[src/rtl/shift_add_multiplier.sv]
// Sequential shift-and-add multiplier, WIDTH steps per product.
// Optional two's-complement operation when MUL_SIGNED_EN is defined.
module shift_add_multiplier #(
  parameter int WIDTH = 4
) (
  input  logic               clk,
  input  logic               rst,
  input  logic               start,
  input  logic [WIDTH-1:0]   a,
  input  logic [WIDTH-1:0]   b,
  output logic               busy,
  output logic               done,
  output logic [2*WIDTH-1:0] product
);

  localparam int CW = $clog2(WIDTH) + 1;

  typedef enum logic [1:0] {
    IDLE,
    RUN,
    DONE
  } state_t;

  state_t state, state_nx;

  logic [WIDTH-1:0]   m;
  logic [WIDTH-1:0]   acc;
  logic [WIDTH-1:0]   q;
  logic               c;
  logic [CW-1:0]      cnt;

  logic [WIDTH:0]     sum;
  logic               c_sh;
  logic [WIDTH-1:0]   acc_sh;
  logic [WIDTH-1:0]   q_sh;
  logic [WIDTH-1:0]   a_mag;
  logic [WIDTH-1:0]   b_mag;
  logic [2*WIDTH-1:0] res;
  logic               last;

`ifdef MUL_SIGNED_EN
  logic neg;

  // Most negative operand maps to 2^(W-1) as an unsigned magnitude.
  assign a_mag = a[WIDTH-1] ? -a : a;
  assign b_mag = b[WIDTH-1] ? -b : b;
  assign res   = neg ? -{acc_sh, q_sh} : {acc_sh, q_sh};

  always_ff @(posedge clk) begin
    if (rst) begin
      neg <= 1'b0;
    end else if (state == IDLE && start) begin
      neg <= a[WIDTH-1] ^ b[WIDTH-1];
    end
  end
`else
  assign a_mag = a;
  assign b_mag = b;
  assign res   = {acc_sh, q_sh};
`endif

  // Adder stage: {C,Acc} plus M when the current multiplier bit is set.
  assign sum = q[0] ? ({c, acc} + {1'b0, m}) : {c, acc};
  assign {c_sh, acc_sh, q_sh} = {1'b0, sum, q[WIDTH-1:1]};
  assign last = (cnt == CW'(1));

  always_ff @(posedge clk) begin
    if (rst) begin
      state <= IDLE;
    end else begin
      state <= state_nx;
    end
  end

  always_comb begin
    state_nx = state;
    busy     = 1'b0;
    done     = 1'b0;
    unique case (state)
      IDLE: begin
        if (start) state_nx = RUN;
      end
      RUN: begin
        busy = 1'b1;
        if (last) state_nx = DONE;
      end
      DONE: begin
        done     = 1'b1;
        state_nx = IDLE;
      end
      default: state_nx = IDLE;
    endcase
  end

  always_ff @(posedge clk) begin
    if (rst) begin
      m       <= '0;
      acc     <= '0;
      q       <= '0;
      c       <= 1'b0;
      cnt     <= '0;
      product <= '0;
    end else begin
      unique case (state)
        IDLE: begin
          if (start) begin
            m   <= a_mag;
            q   <= b_mag;
            acc <= '0;
            c   <= 1'b0;
            cnt <= CW'(WIDTH);
          end
        end
        RUN: begin
          c   <= c_sh;
          acc <= acc_sh;
          q   <= q_sh;
          cnt <= cnt - 1'b1;
          if (last) product <= res;
        end
        default: ;
      endcase
    end
  end

endmodule

[config.mk]
export PLATFORM = sky130hd
export DESIGN_NAME = shift_add_multiplier
export DESIGN_NICKNAME = d
export VERILOG_FILES = /design/src/rtl/shift_add_multiplier.sv
export SDC_FILE = /design/constraint.sdc
export NUM_CORES = 1
export LEC_CHECK = 0
export CORE_MARGIN = 2
export CORE_UTILIZATION = 57
export CTS_BUF_LIST = sky130_fd_sc_hd__clkbuf_8
export DETAILED_ROUTE_END_ITERATION = 10
export PLACE_DENSITY = 0.89
export RECOVER_POWER = 100
export SYNTH_ARGS = -nofsm -noshare
export SYNTH_HDL_FRONTEND = slang
export SYNTH_SLANG_ARGS = --single-unit
[constraint.sdc]
create_clock -name clk -period 3 [get_ports clk]
set_input_delay 0.6 -clock clk [delete_from_list [all_inputs] [get_ports clk]]
set_output_delay 0.6 -clock clk [all_outputs]
set_load 0.05 [all_outputs]
# Yosys cells after proc, flatten, opt, wreduce, memory -nomap -nowiden
# Cells that the tools add are included.
word_totals:
  reg_bits: 26
  input_bits: 11
  out_inout_bits: 10
  wordCells: 34
op_classes:
  add_sub_neg: 2
  eq_ne: 5
  muxes: 14
  n_reduce_logical: 6
op_table:
  columns: ["operator", "count"]
  rows:
  - ["case mux 4 bit (2 select lines)", 2]
  - ["2-to-1 mux 4 bit", 2]
  - ["AND reduction 2 bit", 4]
  - ["case mux 3 bit (2 select lines)", 1]
  - ["adder 5 x 4 -> 5 bit", 1]
  - ["2-to-1 mux 5 bit", 1]
  - ["2-to-1 mux 2 bit", 2]
  - ["inequality test 2 bit (second input constant)", 2]
  - ["case mux 2 bit (2 select lines)", 1]
  - ["== test 3 x 1 -> 1 bit (second input constant)", 1]
  - ["2-to-1 mux 1 bit", 3]
  - ["2-to-1 mux 3 bit", 1]
  - ["subtractor 3 x 1 -> 3 bit (second input constant)", 1]
  - ["== test 2 x 1 -> 1 bit (second input constant)", 1]
  - ["== test 2 bit (second input constant)", 1]
  - ["zero test 2 bit", 1]
  - ["case mux 1 bit (2 select lines)", 1]
  - ["nonzero test 2 bit", 1]

# Longest topological paths before layout
logic_depth:
  word_depth: 3
  ltp_mapped: 7
  ltp_nobuf: 6

# Worst setup path after synthesis
# No wires, ideal clock.
synth_timing:
  path_type: "reg-to-output"
  startpoint: "register state[1]"
  endpoint: "output done"
  arrival_time_ps: 1112
  t_required_ps: 2400
  setup_slack_ps: 1288
  stages_incl_launch_ff: 2
  path_buffers: 0
  path_cell_list: "dfxtp_1 nor2b_1"
synth_between:
  elab_chain_len: 2
synth_lines:
  columns: ["element", "line_no", "rtl"]
  rows:
  - ["from (decl)", "24", "state_t state, state_nx;"]
  - ["from (signal assigned)", "71", "state <= state_nx;"]
  - ["== test 2 bit", "79", "unique case (state)"]
  - ["2-to-1 mux 1 bit", "79", null]
  - ["to (decl)", "12", "output logic done,"]
# No other way between the ends.

# Worst setup path in the final report
layout_timing:
  startpoint: "register state[1]"
  endpoint: "output busy"
layout_between:
  elab_chain_len: 2
layout_lines:
  columns: ["element", "line_no", "rtl"]
  rows:
  - ["== test 2 x 1 -> 1 bit", "79", null]
  - ["2-to-1 mux 1 bit", "79", null]
  - ["to (decl)", "11", "output logic busy,"]
# No other way between the ends.

==> impl_metrics.env <==
export IMPL_vias=1010
export IMPL_floorplan_rows=16
export IMPL_cp_start_kind="register"
export IMPL_cts_buffers=3
export IMPL_antenna_found_initial=0
export IMPL_synth_warnings=0
export IMPL_insertion_delay_ns=0.27
export IMPL_crit_family="buffers and inverters"
export IMPL_dieArea_um2=2435
export IMPL_grtUsageTotal_pct=21.17
export IMPL_cts_hold_fix_buffers=0
export IMPL_tns_ns=0
export IMPL_synth_distinct_cells=33
export IMPL_grt_start_max_net_pins=16
export IMPL_ctsResizeCount=0
export IMPL_drt_pass1_iter_count=4
export IMPL_clock_sinks=25
export IMPL_grt_setup_unrepaired="no"
export IMPL_hold_viol_final=0
export IMPL_worst_clock_skew_ns=0.006525
export IMPL_synthCells=134
export IMPL_cap_violations=0
export IMPL_critPathMaxFanout=12
export IMPL_dpl_hpwl_mm=1.808
export IMPL_syn_to_final_growth_pct=19.74
export IMPL_synth_ff_latch_count=25
export IMPL_cts_tree="done"
export IMPL_met2_length_mm=1.230
export IMPL_period_minus_slack_ns=2.631
export IMPL_nets=172
export IMPL_dp_slack_ns=0.6973
export IMPL_fmax_ghz=0.3801
export IMPL_place_congestion=0.7741
export IMPL_worst_path_buf_inv=2
export IMPL_maxUsedRoutingLayer="met4"
export IMPL_drt_iter0_drc=20
export IMPL_most_common_layout_cells="dfxtp_1 (25), nand2_1 (24), a21oi_1 (19), nor2_1 (16), dlygate4sd3_1 (12)"
export IMPL_cp_arrival_ns=2.03
export IMPL_layout_drive_gt1_share_pct=5.882
export IMPL_synth_top_area_cell="dfxtp_1"
export IMPL_route_met3_wl_um=96
export IMPL_wl_mm=2.455
export IMPL_criticalPathCategory="reg2out"
export IMPL_tightest_slew_ns=1.155
export IMPL_drt_drc_violations_left=0
export IMPL_slew_viol_final=0
export IMPL_cts_buffer_depth=2
export IMPL_min_period_over_period_pct=87.70
export IMPL_overflow=0
export IMPL_syn_area_per_cell_um2=8.749
export IMPL_leakagePower_nw=0.5839
export IMPL_antenna_left=0
export IMPL_ctsHtreeMaxLevel=1
export IMPL_io_buffers=20
export IMPL_io_pins=21
export IMPL_synthesis_nets=152
export IMPL_worst_slack_ns=0.3691
export IMPL_diodes=0
export IMPL_cts_root_buf="clkbuf_8"
export IMPL_die_width_um=49.35
export IMPL_worst_setup_path_end_kind="output pin"
export IMPL_syn_cell_area_um2=1172
export IMPL_crit_path_cell_trace="nand2b_2, inv_2, dlygate4sd3_1"
export IMPL_slowest_stage="dlygate4sd3_1"
export IMPL_synth_top_area_share_pct=42.69
export IMPL_cts_reportedPaths_clkPinSlew_ns=0.09
export IMPL_synth_area_leaders="dfxtp_1 (43%), a21oi_1 (8.1%), nand2_1 (7.7%)"
export IMPL_status="completed"
export IMPL_grt_pass1_vias=941
export IMPL_fp_dieH_um=49.35
export IMPL_start_util_pct=60.37
export IMPL_ys_seq_area_share_pct=42.69
export IMPL_post_cts_buffers=0
export IMPL_coreArea_um2=1942
export IMPL_finalSetupViolCount=0
export IMPL_via_per_inst=5.611
export IMPL_slowest_delay_ns=0.89
export IMPL_mostFrequentLayoutCell="dfxtp_1"
export IMPL_power_density_nw_per_um2=472.3
export IMPL_ir_drop_mv=0.3518
export IMPL_crit_required_ns=2.40
export IMPL_routedWlPerCell_um=13.64
export IMPL_hold_path_class="reg2reg"
export IMPL_drt_met1_wl_mm=1.085
export IMPL_timing_slew_headroom_pct=22.86
export IMPL_grt_pass1_wl_mm=3.988
[worst reg2reg max path, cell delays in order (launching register included)]
cell,delay (ns)
dfxtp_1,0.34
nor3b_1,0.93
nor2_1,0.30
a221oi_1,0.31
nor2_1,0.06
[metrics by stage]
step / hold slack, ns / instance area, um^2 / instances / power (mW) / utilization, %
floorplan: 0.4406 / 1172 / 134 / 0.4458 / -
global placement: 0.4449 / 1375 / 176 / 0.4727 / 70.81
detailed placement: 0.4493 / 1375 / 176 / 0.4778 / 70.81
CTS: 0.4615 / 1421 / 180 / 0.6703 / 73.20
global route: 0.4967 / 1404 / 180 / 0.6880 / 72.29
finish: 0.4567 / 1404 / 180 / 0.6631 / 72.29
[synthesized netlist by cell type (all sizes together)]
master	instances
mux2i	2
nor3b	1
nor3	2
a22oi	3
a211oi	2
xnor2	1
nor2b	1
clkbuf	2
a31oi	3
nand3	4
a21o	2
fa	1
o31ai	2
inv	3
and4b	1
ha	6
nand3b	2
xor2	1
buf	4
nand2	24
or2	1
a21oi	19
or3b	1
nor2	17
nand2b	3
dfxtp	25
a221oi	1
[power by group]
part	leakage [nW]	switching (mW)	internal [mW]	total, mW
registers	0.204	0.0144	0.347	0.362
logic	0.355	0.0650	0.0407	0.106
clock network	0.0255	0.103	0.0928	0.196
[registers in the layout, summed over array words and instances (netlist names)]
name,cells
product,8
acc,4
m,4
q,4
cnt,3
state,2
[logic make-up after synthesis]
logic type	after synthesis	share of synthesized area, %
AO/OA/AOI/OAI	32	17.07
flip-flops	25	42.69
AND/OR/NAND/NOR	57	24.65
XOR/XNOR	2	1.494
buffers and inverters	9	4.268
adder cells (fa/ha/maj)	7	8.111
multiplexers	2	1.708
[layer usage]
metal / track usage (%) / vias to the layer above
met3: 3.067 / 6
met5: 0 / -
met1: 24.56 / 467
li1: - / 503
met2: 37.84 / 34
met4: 10.00 / 0
[area by class of cell]
| cell class | instances | area (um^2) |
|---|---|---|
| clock inverters | 1 | 5.005 |
| multi-input cells | 100 | 608.1 |
| well taps | 27 | 33.78 |
| fillers | 157 | 538.0 |
| clock buffers | 3 | 41.29 |
| inverters | 3 | 11.26 |
| flip-flops and latches | 25 | 500.5 |
| repair buffers | 21 | 203.9 |
[final timing paths]
path                                         startpoint                 endpoint  slack (ns)  cells after the start
worst max register to register    state[0]$_SDFFE_PP0P_        q[3]$_SDFFE_PP0P_        0.95                      4
worst max-delay path              state[1]$_SDFFE_PP0P_                     busy        0.37                      3
worst min register to register  product[1]$_SDFFE_PP0P_  product[1]$_SDFFE_PP0P_        0.46                      2
worst min-delay path            product[1]$_SDFFE_PP0P_  product[1]$_SDFFE_PP0P_        0.46                      2
(Power assumes the default switching activity.)
